`src/rtl/player_jump_motion.sv`:
```
// Per-frame player kinematics: horizontal stepping with clamps plus a ballistic jump FSM.
// Optional mid-air second jump is compiled in with PLAYER_DOUBLE_JUMP_EN.
module player_jump_motion #(
  parameter logic [9:0] X_START       = 10'd100,
  parameter logic [9:0] Y_GROUND      = 10'd400,
  parameter logic [9:0] X_MIN         = 10'd0,
  parameter logic [9:0] X_MAX         = 10'd600,
  parameter logic [9:0] X_STEP        = 10'd2,
  parameter logic [4:0] JUMP_VELOCITY = 5'd8,
  parameter logic [4:0] GRAVITY       = 5'd1,
  parameter logic [4:0] MAX_FALL      = 5'd8,
  parameter logic [3:0] APEX_HOLD     = 4'd2
) (
  input  logic       frame_Clk,
  input  logic       Reset,
  input  logic       left,
  input  logic       right,
  input  logic       jump,
  output logic [9:0] PlayerX,
  output logic [9:0] PlayerY,
  output logic       playerDirection,
  output logic       moving,
  output logic       inAir,
  output logic       landed
);

  typedef enum logic [1:0] {GROUND, RISING, APEX, FALLING} state_t;

  localparam logic [3:0] APEX_LAST = APEX_HOLD - 4'd1;

  state_t     r_state;
  logic [4:0] r_vel;
  logic [3:0] r_apex_cnt;
  logic       r_jump_prev;
`ifdef PLAYER_DOUBLE_JUMP_EN
  logic       r_air_jump_used;
`endif

  logic        w_jump_edge;
  logic [10:0] w_x_inc;
  logic [9:0]  w_x_next;
  logic        w_dir_next;
  logic        w_moving;
  logic [10:0] w_fall_sum;
  logic [5:0]  w_vel_inc;
  logic [4:0]  w_vel_fall;
  logic [9:0]  w_y_rise;

  assign w_jump_edge = jump & ~r_jump_prev;
  assign w_x_inc     = {1'b0, PlayerX} + {1'b0, X_STEP};
  assign w_fall_sum  = {1'b0, PlayerY} + {6'd0, r_vel};
  assign w_vel_inc   = {1'b0, r_vel} + {1'b0, GRAVITY};
  assign w_vel_fall  = (w_vel_inc > {1'b0, MAX_FALL}) ? MAX_FALL : w_vel_inc[4:0];
  assign w_y_rise    = (PlayerY >= {5'd0, r_vel}) ? (PlayerY - {5'd0, r_vel}) : 10'd0;

  // Horizontal motion applies in every vertical state (full air control).
  always_comb begin
    w_x_next   = PlayerX;
    w_dir_next = playerDirection;
    w_moving   = 1'b0;
    if (right && !left) begin
      w_x_next   = (w_x_inc > {1'b0, X_MAX}) ? X_MAX : w_x_inc[9:0];
      w_dir_next = 1'b0;
      w_moving   = 1'b1;
    end else if (left && !right) begin
      // Compare before subtracting so the unsigned value can never wrap.
      w_x_next   = ({1'b0, PlayerX} < ({1'b0, X_MIN} + {1'b0, X_STEP})) ? X_MIN : (PlayerX - X_STEP);
      w_dir_next = 1'b1;
      w_moving   = 1'b1;
    end
  end

  always_ff @(posedge frame_Clk) begin
    if (Reset) begin
      PlayerX         <= X_START;
      PlayerY         <= Y_GROUND;
      playerDirection <= 1'b0;
      moving          <= 1'b0;
      inAir           <= 1'b0;
      landed          <= 1'b0;
      r_state         <= GROUND;
      r_vel           <= 5'd0;
      r_apex_cnt      <= 4'd0;
      r_jump_prev     <= 1'b0;
`ifdef PLAYER_DOUBLE_JUMP_EN
      r_air_jump_used <= 1'b0;
`endif
    end else begin
      r_jump_prev     <= jump;
      PlayerX         <= w_x_next;
      playerDirection <= w_dir_next;
      moving          <= w_moving;
      landed          <= 1'b0;
`ifdef PLAYER_DOUBLE_JUMP_EN
      // Second launch overrides whatever the airborne state would have done.
      if (r_state != GROUND && w_jump_edge && !r_air_jump_used) begin
        r_state         <= RISING;
        r_vel           <= JUMP_VELOCITY;
        r_air_jump_used <= 1'b1;
        inAir           <= 1'b1;
      end else
`endif
      case (r_state)
        GROUND: begin
          PlayerY <= Y_GROUND;
          if (w_jump_edge) begin
            r_state <= RISING;
            r_vel   <= JUMP_VELOCITY;
            inAir   <= 1'b1;
          end else begin
            inAir   <= 1'b0;
          end
        end
        RISING: begin
          PlayerY <= w_y_rise;
          inAir   <= 1'b1;
          if (r_vel <= GRAVITY) begin
            r_state    <= APEX;
            r_apex_cnt <= 4'd0;
            r_vel      <= 5'd0;
          end else begin
            r_vel <= r_vel - GRAVITY;
          end
        end
        APEX: begin
          r_apex_cnt <= r_apex_cnt + 4'd1;
          inAir      <= 1'b1;
          if (r_apex_cnt == APEX_LAST) begin
            r_state <= FALLING;
            r_vel   <= 5'd0;
          end
        end
        FALLING: begin
          if (w_fall_sum >= {1'b0, Y_GROUND}) begin
            PlayerY <= Y_GROUND;
            r_vel   <= 5'd0;
            r_state <= GROUND;
            landed  <= 1'b1;
            inAir   <= 1'b0;
`ifdef PLAYER_DOUBLE_JUMP_EN
            r_air_jump_used <= 1'b0;
`endif
          end else begin
            PlayerY <= w_fall_sum[9:0];
            r_vel   <= w_vel_fall;
            inAir   <= 1'b1;
          end
        end
        default: begin
          r_state <= GROUND;
          PlayerY <= Y_GROUND;
          r_vel   <= 5'd0;
          inAir   <= 1'b0;
        end
      endcase
    end
  end

endmodule

```
`config.mk`:
```
export PLATFORM = sky130hd
export DESIGN_NAME = player_jump_motion
export DESIGN_NICKNAME = d
export VERILOG_FILES = /design/src/rtl/player_jump_motion.sv
export SDC_FILE = /design/constraint.sdc
export NUM_CORES = 1
export LEC_CHECK = 0
export CORE_ASPECT_RATIO = 2
export CORE_MARGIN = 8
export CORE_UTILIZATION = 40
export CTS_BUF_LIST = sky130_fd_sc_hd__clkbuf_8
export DETAILED_ROUTE_END_ITERATION = 16
export GPL_TIMING_DRIVEN = 0
export PLACE_DENSITY_LB_ADDON = 0.08
export SLEW_MARGIN = 10
export SYNTH_ARGS = -nofsm -noshare
export SYNTH_HDL_FRONTEND = slang
export SYNTH_SLANG_ARGS = --single-unit
```
`constraint.sdc`:
```
create_clock -name frame_Clk -period 4.5 [get_ports frame_Clk]
set_input_delay 0.9 -clock frame_Clk [delete_from_list [all_inputs] [get_ports frame_Clk]]
set_output_delay 0.9 -clock frame_Clk [all_outputs]
set_load 0.02 [all_outputs]
```
==> results of run 1 <==
through the flow:
stage	std cells	setup WS (ps)	hold slack, ps
2_1_floorplan	407	1670	501
3_3_place_gp	528	1190	489
3_5_place_dp	528	1190	497
4_1_cts	536	1160	516
5_1_grt	536	913	547
6_report	536	1150	508
worst min path at each step:
stage | start | endpoint | slack (ps)
after floorplan | r_jump_prev | inAir | 500
after global placement | PlayerY[0] | PlayerY[0] | 490
after detailed placement | PlayerY[0] | PlayerY[0] | 500
after CTS | PlayerY[0] | PlayerY[0] | 520
after global routing | playerDirection | playerDirection | 550
final | playerDirection | playerDirection | 510
registers in the layout, indices dropped and copies added, names as in the netlist:
register         flops
r_apex_cnt           4
PlayerY             10
r_state              2
inAir                1
moving               1
playerDirection      1
landed               1
PlayerX              9
r_jump_prev          1
r_vel                5
power groups by stage:
stage	logic, W	clock network, W	registers, W
after detailed placement	0.000701	0	0.000399
after floorplan	0.000490	0	0.000414
after global placement	0.000696	0	0.000399
after CTS	0.000707	0.000271	0.000392
final	0.000711	0.000262	0.000393
after global routing	0.000785	0.000276	0.000399
cells in the final DEF, fill, tap and decap left out, types with 6 or more instances in the layout:
master	instances
sky130_fd_sc_hd__clkbuf_1	16
sky130_fd_sc_hd__a21oi_1	30
sky130_fd_sc_hd__clkdlybuf4s50_1	27
sky130_fd_sc_hd__a221oi_1	6
sky130_fd_sc_hd__xnor2_1	6
sky130_fd_sc_hd__ha_1	24
sky130_fd_sc_hd__dfxtp_1	35
sky130_fd_sc_hd__inv_1	24
sky130_fd_sc_hd__nand3_1	10
sky130_fd_sc_hd__o211ai_1	6
sky130_fd_sc_hd__o31ai_1	8
sky130_fd_sc_hd__a31oi_1	10
sky130_fd_sc_hd__clkbuf_8	6
sky130_fd_sc_hd__or3_1	8
sky130_fd_sc_hd__o21ai_0	14
sky130_fd_sc_hd__nand2_1	27
sky130_fd_sc_hd__or2_2	7
sky130_fd_sc_hd__nor3_1	19
sky130_fd_sc_hd__a21o_1	7
sky130_fd_sc_hd__nor2_1	44
routing by layer:
metal	vias up	part of all wire [%]
li1	1572	-
met1	1508	37
met2	90	55
met3	26	4.1
met4	0	4.3
met5	-	0
kinds of logic (layout without fill, tap and decap cells):
group / count (synthesis) / after routing / synth area share, %
compound gates: 126 / 126 / 29.8
xor+xnor: 7 / 7 / 1.98
fa+ha+maj: 26 / 26 / 11.0
buf+inv: 51 / 86 / 7.14
flops: 35 / 35 / 22.6
mux: 4 / 4 / 1.37
other cells: 1 / 1 / 0.121
simple gates: 157 / 157 / 26.0
worst reg2reg max path: cells and delay by family, from the launching register on:
kind                     cells  cell delay (ps)
buffers and inverters        4              880
adder cells (fa/ha/maj)      1              390
AND/OR/NAND/NOR              3              530
flip-flops                   1              340
AO/OA/AOI/OAI                4             1100
layout make-up:
class	instances	share of cell area (%)
inverters	25	2.61
clock inverters	2	0.453
multi-input cells	321	60.8
clock buffers	6	2.30
repair buffers	27	7.53
flip-flops and latches	35	19.5
plain buffers	26	3.56
well taps	94	3.28
==> impl_summary.md, run 1 <==
Yosys
The net count after synthesis is 438. The number of instances in the synthesized netlist is 407. In this run, synthesis inferred 0 flip-flops with an integrated enable. The sequential-to-total area share from yosys stat is 22.6%. After synthesis the netlist holds a flip-flop and latch count of 35.

Yosys mapped the design onto 73 distinct sky130hd cell types. By area the synthesized netlist is led by sky130_fd_sc_hd__dfxtp_1 23%, sky130_fd_sc_hd__ha_1 9.7%, sky130_fd_sc_hd__nor2_1 5.3%, sky130_fd_sc_hd__a21oi_1 4.8%, sky130_fd_sc_hd__nand2_1 3.3%. sky130_fd_sc_hd__dfxtp_1 takes more of the synthesized area than any other cell. The number of warnings issued by yosys is 0. The commonest cells after synthesis are 44 x sky130_fd_sc_hd__nor2_1, 35 x sky130_fd_sc_hd__dfxtp_1, 30 x sky130_fd_sc_hd__a21oi_1. The leading cell type by number of instances after synthesis is sky130_fd_sc_hd__nor2_1. For this run, asynchronously set or reset flops after synthesis account for 0%. The prevailing post-synth register cell is sky130_fd_sc_hd__dfxtp_1. Summing every instance area after synthesis gives 3100 um2. After synthesis, the largest area contributor takes up 22.6% of total cell area. A synthesized cell averages 7.62 um2.

Critical path
The reg-to-reg endpoint is PlayerY[6]. The worst register-to-register path begins at r_vel[3]. The startpoint class of the critical path is a flop. Together, buffers and inverters on the worst path number 4. The data arrival time of the critical path is 3550 ps.

The register-to-register path setup slack is 1150 ps. The critical path crosses 12 cells after its start point. The class of the most critical setup path is reg2reg. The biggest cell delay along the critical path is 380 ps.

In this run the worst setup path terminates at PlayerY[6]. Traced cell by cell, the critical path runs through clkbuf_1 -> inv_1 -> ha_1 -> buf_6 -> nor2_2 -> o21ai_1 -> or3_1 -> a211o_1 -> a21oi_2 -> buf_4 -> nand2_1 -> a2111oi_2. Data on the critical path is required at its endpoint by 4710 ps. The slowest cell on the critical path is sky130_fd_sc_hd__ha_1. The worst setup path is captured at a flop. In this run the worst path has a maximum fanout of 10. The cell class contributing the biggest share of worst-path delay is compound AO/OA/AOI/OAI gates. The length in cells of the worst reg-to-reg path is 12. The launching element of the worst setup path is r_vel[3].

Route
The post-detailed-routing wire length is 9610 um. In this run, the number of DRC markers left after iteration 0 of detailed routing was 151. Dividing the detail-routed via count by the number of cells gives 5.96. The DRC violations left is 0. The number of nets with antenna violations after routing is 0. The detailed-router iteration count before antenna repair is 4. After detailed routing, the average wire length per cell comes to 17.9 um. The routed via count is 3196.

Timing
Setup repair after global routing left no endpoint under its margin. The final-report setup violation count is 0. On the final layout, the worst clock skew is 5.70 ps. The final critical path takes up 74.4% of the cycle. The final-report hold violation count came to 0.

The peak clock frequency supported by timing is 299 MHz. Measured against its own limit, the worst slew margin works out to 45.8%. Counting I/O delays and the setup requirement, the final critical path takes 3350 ps.

The transition time at the pin with the least slew margin is 804 ps. The number of pins exceeding their max-slew limit in the final report was 0. The summed negative setup slack over all endpoints is 0 ps.

Global routing
The met2 usage is 33.1%. The first-pass GRT wire length is 15400 um. The pin count of the biggest net entering global routing is 13. The number of antenna violations at the first check in global routing is 0. The remaining global-route overflow is 0. The via count of the first global-routing pass is 3128. In the global route stage, met3 resource usage came out at 2.82%. For this run, global-route usage on met1 was measured as 16.6%. The total routing resource utilization after global routing is 17.4%. The layer flagged by global routing as most heavily used is met2.

Clock network
Clock-pin slew was measured on the worst setup and hold paths at 80 ps. The H-tree depth is 2. The clock drives 35 sinks. Buffers inserted to repair hold after CTS numbered 0.

The number of clock buffers inserted by TritonCTS is 5. The clock tree from TritonCTS is done. The post-CTS setup buffer count is 0. The maximum count of clock buffers along a single path is 2. The root buffer cell is sky130_fd_sc_hd__clkbuf_8. The total of cells resized after clock tree synthesis is 0. The later pin in the worst-skew pair is clocked with a latency of 310 ps.

Pwr
The power density relative to cell area is 380 nW/um2. Summed over all nets, the switching power comes to 0.000623 W. The worst supply voltage drop on vdd is 0.251 mV. After layout, the design draws a total of 0.00137 W. The leakage power is 1.29 nW.

In this run switching power makes up 45.6% of total power. Sequential cells burn 28.8% of the power. Cell internal power was estimated by the tool at 0.000742 W. Combinational logic burns 52.1% of the power.

The clock share of power is 19.2%.

Hold path
In this run the worst hold path is classified as reg2reg. The cell count of the worst hold path is 2.

Floorplan
The floorplan step set the die height to 141 um. The core region area is 7540 um2. The initial standard-cell utilization of the core is 41.1%.

During I/O placement, the number of pins put on the boundary was 29. The floorplan has 45 rows. The die footprint is 11000 um2. Measured along the x axis, the die boundary spans 78.3 um.

Placement
Once placement finished, the instance area stood at 3490 um2. The congestion estimate from routability-driven global placement came to 0.875. Port buffering added 27 buffers. The HPWL after detailed placement is 7410 um.

Flow run
The tool flagged a number of max-cap violations equal to 0.

Layout
Across the whole layout, storage elements account for 701 um2. The final net count is 472. The area overhead of the layout relative to synthesis is 15.7%. The count of fill cells added during filler insertion is 816. In the final layout, the multi-input gates occupy 2180 um2. Once layout is complete, the utilization of the core stands at 47.6%. The count of antenna diodes in the layout is 0. The fraction of layout instances using a drive strength above 1 is 8.37%. After routing the design area is 3590 um2.

Run status
The flow ran to the end, and the final reports show no timing, DRC or antenna violations.
Note: power is estimated with default switching activity, not from simulation.
==> run 2: changes to the inputs <==
==> constraint.sdc (replaced) <==
create_clock -name frame_Clk -period 3.49 [get_ports frame_Clk]
set_input_delay 0.698 -clock frame_Clk [delete_from_list [all_inputs] [get_ports frame_Clk]]
set_output_delay 0.698 -clock frame_Clk [all_outputs]
set_load 0.02 [all_outputs]
==> run 2 against run 1 <==
Clock power increased by 29%. Global-route usage unchanged. Final area rose by 0.28%. Register-to-register slack got worse by 950 ps. Routed wire length fell by 0.29%. Total power increased by 29%. Core utilization increased by 0.13 points. Die area did not move. Combinational power is 29% higher. Via count hardly changed. Non-clock buffer count is the same. Final cell count did not move. Critical endpoint is now PlayerY[3].
==> impl_summary.md, run 2 (same netlist as run 1, synthesis figures left out) <==
Timing
The final-report hold violation count came to 0 (unchanged). The minimum clock period after layout is 3280 ps (was 3350 ps). The peak clock frequency supported by timing is 305 MHz (was 299 MHz). The final-report setup violation count is 0 (unchanged). The summed negative setup slack over all endpoints is 0 ps (unchanged).

The relative max-transition margin is 45.8% (about the same). The transition time at the pin with the least slew margin is 805 ps (was 804 ps). The number of pins exceeding their max-slew limit in the final report was 0 (unchanged).

The portion of the clock cycle consumed by the worst path in the final layout was 94.0% (was 74.4%). The post-layout worst setup margin came to 209 ps (was 1150 ps). The final setup skew is 6.38 ps (was 5.70 ps).

Unrepaired setup endpoints after global routing: false (unchanged).

Route
The first-iteration detailed-routing DRC count is 161 (was 151). The met3 wirelength from detailed routing is 363 um (was 393 um). The routed via count is 3199 (was 3196). The via-per-instance ratio came to 5.97 (was 5.96). The routed wire length on met2 is 5250 um (about the same).

The post-detailed-routing wire length is 9580 um (was 9610 um). The DRC violations left is 0 (unchanged). The routed length on met1 is 3550 um (was 3540 um). The uppermost layer routed is met4 (unchanged).

The detailed-router iteration count before antenna repair came to 4 (unchanged). The average wire per standard cell is 17.9 um (about the same). The number of nets with antenna violations after routing came to 0 (unchanged).

Layout
The count of fill cells added during filler insertion is 813 (was 816). The final net count is 472 (unchanged). The count of antenna diodes in the layout came to 0 (unchanged). The area overhead of the layout relative to synthesis is 16.0% (was 15.7%). Leading cell types in the layout, fill and taps excluded: 44 x sky130_fd_sc_hd__nor2_1, 35 x sky130_fd_sc_hd__dfxtp_1, 30 x sky130_fd_sc_hd__a21oi_1 (unchanged). The storage element area was 701 um2 (unchanged).

The post-route cell area is 3600 um2 (was 3590 um2). Biggest registers after layout: PlayerY (10), PlayerX (9), r_vel (5) (unchanged). The most common cell after layout, fill and taps aside is sky130_fd_sc_hd__nor2_1 (unchanged). The area of combinational cells with multiple inputs is 2190 um2 (was 2180 um2). The register with the most flip-flops is PlayerY (unchanged). The flip-flop count of the largest register after layout is 10 (unchanged). The fraction of layout instances using a drive strength above 1 is 9.05% (was 8.37%).

Pwr
The sequential cell fraction of total power is 28.7% (was 28.8%). The leakage power is 1.31 nW (was 1.29 nW). The switching share of power came to 45.6% (about the same). The worst supply voltage drop on vdd is 0.325 mV (was 0.251 mV). The net switching power is 0.000804 W (was 0.000623 W). The clock share of power came to 19.1% (was 19.2%). The internal power component came to 0.000959 W (was 0.000742 W). The power density relative to cell area is 490 nW/um2 (was 380 nW/um2).

The share of power burned in combinational logic is 52.1% (about the same).

Floorplan
The placement row count is 45 (unchanged). The initial standard-cell utilization of the core is 41.1% (unchanged). The floorplan die width is 78.3 um (unchanged). The floorplan die height is 141 um (unchanged). The die footprint is 11000 um2 (unchanged). The count of pins on the block boundary is 29 (unchanged). The core region area is 7540 um2 (unchanged).

Critical path
The endpoint kind of the worst setup timing path is a flop (unchanged). The maximum fanout encountered on the critical timing path is 10 (unchanged). The length in cells of the worst reg-to-reg path came to 10 (was 12).

The biggest cell delay along the critical path was 500 ps (was 380 ps). The register-to-register path setup slack came to 210 ps (was 1150 ps). The required time of the worst setup path was 3660 ps (was 4710 ps). The class of the most critical setup path is reg2reg (unchanged). The reg-to-reg startpoint is r_vel[1] (was r_vel[3]). The reg-to-reg endpoint is PlayerY[3] (was PlayerY[6]). The cell class contributing the biggest share of worst-path delay was compound AO/OA/AOI/OAI gates (unchanged). The count of buffering cells on the critical path with inverters included is 2 (was 4). The slowest cell on the critical path is sky130_fd_sc_hd__dfxtp_1 (was sky130_fd_sc_hd__ha_1). The data arrival time of the critical path is 3450 ps (was 3550 ps). The startpoint class of the critical path was a flop (unchanged). Worst path cell trace: inv_1 -> ha_1 -> nand2b_4 -> a2111oi_4 -> a41oi_1 -> a221oi_4 -> a21oi_2 -> buf_4 -> a221oi_1 -> nor3_1 (was clkbuf_1 -> inv_1 -> ha_1 -> buf_6 -> nor2_2 -> o21ai_1 -> or3_1 -> a211o_1 -> a21oi_2 -> buf_4 -> nand2_1 -> a2111oi_2).

Clock network
The number of hold-repair buffers added at the cts stage was 0 (unchanged). The post-CTS setup buffer count came to 0 (unchanged). The total clock sinks came to 35 (unchanged).

The maximum count of clock buffers along a single path is 2 (unchanged). The root buffer cell is sky130_fd_sc_hd__clkbuf_8 (unchanged). The clock input transition at the sequential cells of the worst setup and hold paths was 80 ps (about the same).

The number of clock buffers inserted by TritonCTS is 5 (unchanged). The H-tree depth is 2 (unchanged). The clock tree from TritonCTS is done (unchanged). The clock latency on the worst-skew pair is 310 ps (about the same).

Placement
The cell area after placement was 3490 um2 (unchanged). The weighted congestion at the end of routability-driven global placement is 0.875 (unchanged). The count of port buffers added during placement is 27 (unchanged). The HPWL after detailed placement was 7410 um (unchanged). The pre-CTS worst setup slack is 184 ps (was 1190 ps).

Hold path
The cell count of the worst hold path was 2 (unchanged). The path category of the worst min-delay check is reg2reg (unchanged). The worst min-delay path endpoint is playerDirection (unchanged).

The start point of the worst min-delay path is playerDirection (unchanged).

Flow run
The max-capacitance violation count is 0 (unchanged).

Global routing
The total routing resource utilization after global routing is 17.4% (unchanged). The via count of the first global-routing pass is 3128 (unchanged). The remaining global-route overflow is 0 (unchanged). The pin count of the biggest net entering global routing is 13 (unchanged). The first-pass GRT wire length is 15400 um (unchanged). The number of antenna violations at the first check in global routing is 0 (unchanged).

Run status
Status: finished, final reports clean (unchanged).
[run 2: what timing repair did]
| item | 4_1_cts | 5_1_grt |
|---|---|---|
| endpoints found under the setup margin | 0 | 3 |
| hold endpoints to repair | 0 | 0 |
| resized for setup | 0 | 5 |
[run 2: metal layers]
metal  GRT usage [%]  vias to the layer above
met5               0                        -
met4            10.5                        0
met3            2.82                       26
met2            33.1                       93
met1            16.6                     1510
li1                -                     1570
[run 2: cell type report]
type                       count  share of cell area (%)
multi-input combinational    321                    60.8
sequential                    35                    19.5
timing repair buffer          27                    7.51
buffer                        26                    3.61
tap                           94                    3.27
inverter                      25                    2.61
clock buffer                   6                    2.29
clock inverter                 2                   0.452
[run 2: stage by stage]
step                hold WS (ps)  instances  utilization, %  total power, W
floorplan                    501        407               -         0.00117
global route                 547        536            47.7         0.00188
CTS                          516        536            47.6         0.00177
finish                       508        536            47.7         0.00176
global placement             489        528            46.3         0.00141
detailed placement           497        528            46.3         0.00142
[run 2: how the worst max path moves through the flow]
stage | start | to | slack [ps] | cells past startpoint
detailed placement | r_vel[3] | PlayerY[6] | 180 | 12
floorplan | r_vel[2] | r_vel[3] | 660 | 12
finish | r_vel[1] | PlayerY[3] | 210 | 10
global route | r_vel[0] | PlayerY[4] | 50 | 10
CTS | r_vel[3] | PlayerY[6] | 150 | 12
global placement | r_vel[3] | PlayerY[6] | 180 | 12
[run 2: power by group through the flow]
| stage | logic (W) | registers [W] | clock network, W |
|---|---|---|---|
| CTS | 0.000911 | 0.000506 | 0.000349 |
| floorplan | 0.000631 | 0.000534 | 0 |
| global route | 0.00101 | 0.000515 | 0.000356 |
| global placement | 0.000898 | 0.000514 | 0 |
| detailed placement | 0.000904 | 0.000514 | 0 |
| finish | 0.000919 | 0.000506 | 0.000337 |
[run 2: worst register-to-register path: stages (launching register included)]
cell                        delay [ps]
sky130_fd_sc_hd__dfxtp_1           500
sky130_fd_sc_hd__inv_1             220
sky130_fd_sc_hd__ha_1              360
sky130_fd_sc_hd__nand2b_4          180
sky130_fd_sc_hd__a2111oi_4         440
sky130_fd_sc_hd__a41oi_1           240
sky130_fd_sc_hd__a221oi_4          390
sky130_fd_sc_hd__a21oi_2           180
sky130_fd_sc_hd__buf_4             220
sky130_fd_sc_hd__a221oi_1          350
sky130_fd_sc_hd__nor3_1             90
==> run 3: changes to the inputs <==
--- a/config.mk
+++ b/config.mk
@@ -5,10 +5,11 @@
 export SDC_FILE = /design/constraint.sdc
 export NUM_CORES = 1
 export LEC_CHECK = 0
+export CELL_PAD_IN_SITES_DETAIL_PLACEMENT = 0
+export CELL_PAD_IN_SITES_GLOBAL_PLACEMENT = 1
 export CORE_ASPECT_RATIO = 2
 export CORE_MARGIN = 8
 export CORE_UTILIZATION = 40
-export CTS_BUF_LIST = sky130_fd_sc_hd__clkbuf_8
 export DETAILED_ROUTE_END_ITERATION = 16
 export GPL_TIMING_DRIVEN = 0
 export PLACE_DENSITY_LB_ADDON = 0.08
==> run 3 against run 2 <==
Sequential share of layout area shrank 0.37 points. Combinational power hardly changed. Via count increased by 0.28%. Register-to-register slack gained 30 ps. Sequential power is essentially flat. Hold slack got worse by 14 ps. Worst setup slack gained 31 ps. First-iteration DRC count is 12% lower. Non-clock buffer count decreased by 1. Critical path depth stayed put.
==> impl_summary.md, run 3 (same netlist as run 1, synthesis figures left out) <==
Pwr
The share of power burned in combinational logic is 46.7% (was 52.1%). The total chip power is 0.00197 W (was 0.00176 W). The switching share of power is 41.4% (was 45.6%).

The clock share of power is 27.4% (was 19.1%). The power density relative to cell area was 536 nW/um2 (was 490 nW/um2). The worst supply voltage drop on vdd is 0.316 mV (was 0.325 mV).

The sequential cell fraction of total power was 25.9% (was 28.7%). The leakage power is 1.34 nW (was 1.31 nW). The net switching power is 0.000814 W (was 0.000804 W). The internal power component is 0.00115 W (was 0.000959 W).

Clock network
The total clock sinks is 35 (unchanged). The clock input transition at the sequential cells of the worst setup and hold paths is 60 ps (was 80 ps). The root buffer cell is sky130_fd_sc_hd__clkbuf_16 (was sky130_fd_sc_hd__clkbuf_8). The clock latency on the worst-skew pair is 280 ps (was 310 ps). The number of clock buffers inserted by TritonCTS came to 5 (unchanged).

The H-tree depth is 2 (unchanged). The maximum count of clock buffers along a single path came to 2 (unchanged). The number of hold-repair buffers added at the cts stage is 0 (unchanged). The post-CTS setup buffer count was 0 (unchanged).

The clock tree from TritonCTS is done (unchanged).

Floorplan
The floorplan die width is 78.3 um (unchanged). The die footprint is 11000 um2 (unchanged). The initial standard-cell utilization of the core came to 41.1% (unchanged).

The count of pins on the block boundary is 29 (unchanged). The placement row count is 45 (unchanged). The core region area is 7540 um2 (unchanged). The floorplan die height is 141 um (unchanged).

Route
The average wire per standard cell was 18.3 um (was 17.9 um). The first-iteration detailed-routing DRC count was 142 (was 161). The DRC violations left is 0 (unchanged). The detailed-router iteration count before antenna repair is 4 (unchanged). The number of nets with antenna violations after routing came to 0 (unchanged). The via-per-instance ratio is 6.00 (was 5.97).

The routed via count is 3208 (was 3199). The post-detailed-routing wire length is 9790 um (was 9580 um).

Global routing
The number of antenna violations at the first check in global routing is 0 (unchanged). The first-pass GRT wire length is 15700 um (was 15400 um). The remaining global-route overflow is 0 (unchanged). The pin count of the biggest net entering global routing was 12 (was 13). The total routing resource utilization after global routing came to 17.9% (was 17.4%).

The via count of the first global-routing pass is 3059 (was 3128).

Run status
Status: finished, final reports clean (unchanged).

Timing
The final worst hold slack is 493 ps (was 508 ps). The minimum clock period after layout is 3250 ps (was 3280 ps). The peak clock frequency supported by timing came to 308 MHz (was 305 MHz). Unrepaired setup endpoints after global routing: false (unchanged). The final-report setup violation count is 0 (unchanged). The final-report hold violation count is 0 (unchanged). The final setup skew is 4.53 ps (was 6.38 ps). The number of pins exceeding their max-slew limit in the final report was 0 (unchanged).

The portion of the clock cycle consumed by the worst path in the final layout is 93.1% (was 94.0%). The relative max-transition margin was 44.9% (was 45.8%). The summed negative setup slack over all endpoints came to 0 ps (unchanged). The transition time at the pin with the least slew margin was 818 ps (was 805 ps).

Critical path
The cell class contributing the biggest share of worst-path delay is compound AO/OA/AOI/OAI gates (unchanged). The slowest cell on the critical path is sky130_fd_sc_hd__dfxtp_1 (unchanged). The maximum fanout encountered on the critical timing path came to 10 (unchanged). The class of the most critical setup path is reg2reg (unchanged). The data arrival time of the critical path is 3400 ps (was 3450 ps).

The required time of the worst setup path is 3640 ps (was 3660 ps). Worst path cell trace: inv_1 -> ha_1 -> nand2b_4 -> a2111oi_4 -> a41oi_1 -> a221oi_4 -> a21oi_2 -> buf_4 -> a2111oi_2 -> nor3_1 (was inv_1 -> ha_1 -> nand2b_4 -> a2111oi_4 -> a41oi_1 -> a221oi_4 -> a21oi_2 -> buf_4 -> a221oi_1 -> nor3_1). The count of buffering cells on the critical path with inverters included came to 2 (unchanged). The endpoint kind of the worst setup timing path is a flop (unchanged). The startpoint class of the critical path is a flop (unchanged). The biggest cell delay along the critical path was 520 ps (was 500 ps).

Layout
The register with the most flip-flops is PlayerY (unchanged). Biggest registers after layout: PlayerY (10), PlayerX (9), r_vel (5) (unchanged). The most common cell after layout, fill and taps aside is sky130_fd_sc_hd__nor2_1 (unchanged).

The final net count was 471 (was 472). The count of fill cells added during filler insertion is 794 (was 813). Leading cell types in the layout, fill and taps excluded: 44 x sky130_fd_sc_hd__nor2_1, 35 x sky130_fd_sc_hd__dfxtp_1, 30 x sky130_fd_sc_hd__a21oi_1 (unchanged). The count of antenna diodes in the layout is 0 (unchanged). The post-route core utilization is 48.6% (was 47.7%). The flip-flop count of the largest register after layout came to 10 (unchanged). The area overhead of the layout relative to synthesis is 18.3% (was 16.0%).

The fraction of layout instances using a drive strength above 1 is 8.84% (was 9.05%).

Flow run
The max-capacitance violation count is 0 (unchanged).

Placement
The HPWL after detailed placement was 7660 um (was 7410 um). The count of port buffers added during placement is 27 (unchanged). The weighted congestion at the end of routability-driven global placement was 0.874 (was 0.875).

Hold path
The path category of the worst min-delay check is reg2reg (unchanged).
## run 3: cell count changes in the layout (fill, tap and decap cells not counted)
cell                         previous run  this run
sky130_fd_sc_hd__clkinvlp_4             1         0
sky130_fd_sc_hd__bufinv_16              0         1
sky130_fd_sc_hd__clkbuf_8               6         1
sky130_fd_sc_hd__clkbuf_16              0         5
sky130_fd_sc_hd__clkbuf_2               2         1
sky130_fd_sc_hd__clkinv_4               1         0
sky130_fd_sc_hd__clkinv_2               0         1
## run 3: per-stage QoR
| stage | cell area [um2] | setup slack (ps) | std cells |
|---|---|---|---|
| after floorplan | 3100 | 663 | 407 |
| after global placement | 3490 | 166 | 528 |
| after detailed placement | 3490 | 168 | 528 |
| after CTS | 3660 | 136 | 536 |
| after global routing | 3670 | 85.6 | 535 |
| final | 3670 | 239 | 535 |
## run 3: final timing paths
kind	startpoint	end	slack, ps	cells past startpoint
worst max-delay path	r_vel[1]	r_vel[3]	240	10
worst min-delay path	playerDirection	playerDirection	490	2
worst max register to register	r_vel[1]	r_vel[3]	240	10
worst min register to register	playerDirection	playerDirection	490	2
## run 3: timing repair
item | 4_1_cts | 5_1_grt
hold endpoints to repair | 0 | 0
gates resized for setup | 0 | 3
setup endpoints to repair | 0 | 2
## run 3: layout make-up
| class | instances | area (um2) | area share, % |
|---|---|---|---|
| inverter | 25 | 93.8 | 2.56 |
| clock inverter | 2 | 35.0 | 0.955 |
| tap | 94 | 118 | 3.20 |
| buffer | 25 | 125 | 3.41 |
| timing repair buffer | 27 | 270 | 7.36 |
| clock buffer | 6 | 139 | 3.78 |
| sequential | 35 | 701 | 19.1 |
| multi-input combinational | 321 | 2190 | 59.6 |
## run 3: power by group through the flow
| stage | combinational (W) | clock (W) | sequential [W] |
|---|---|---|---|
| after floorplan | 0.000631 | 0 | 0.000534 |
| after global placement | 0.000908 | 0 | 0.000516 |
| after detailed placement | 0.000911 | 0 | 0.000516 |
| after CTS | 0.000915 | 0.000552 | 0.000507 |
| after global routing | 0.00101 | 0.000564 | 0.000517 |
| final | 0.000919 | 0.000539 | 0.000509 |
## run 3: layer usage
layer  global-route usage [%]  up-vias  wire length (um)
li1                         -     1567                 -
met1                     17.3     1527              3620
met2                     33.6       91              5390
met3                     3.21       23               372
met4                     10.6        0               405
met5                        0        -                 0
## run 3: worst min-delay path, delay by kind of cell, from the launching register on
family           cells  cell delay (ps)
DFF                  1              310
and+or+nand+nor      2              140
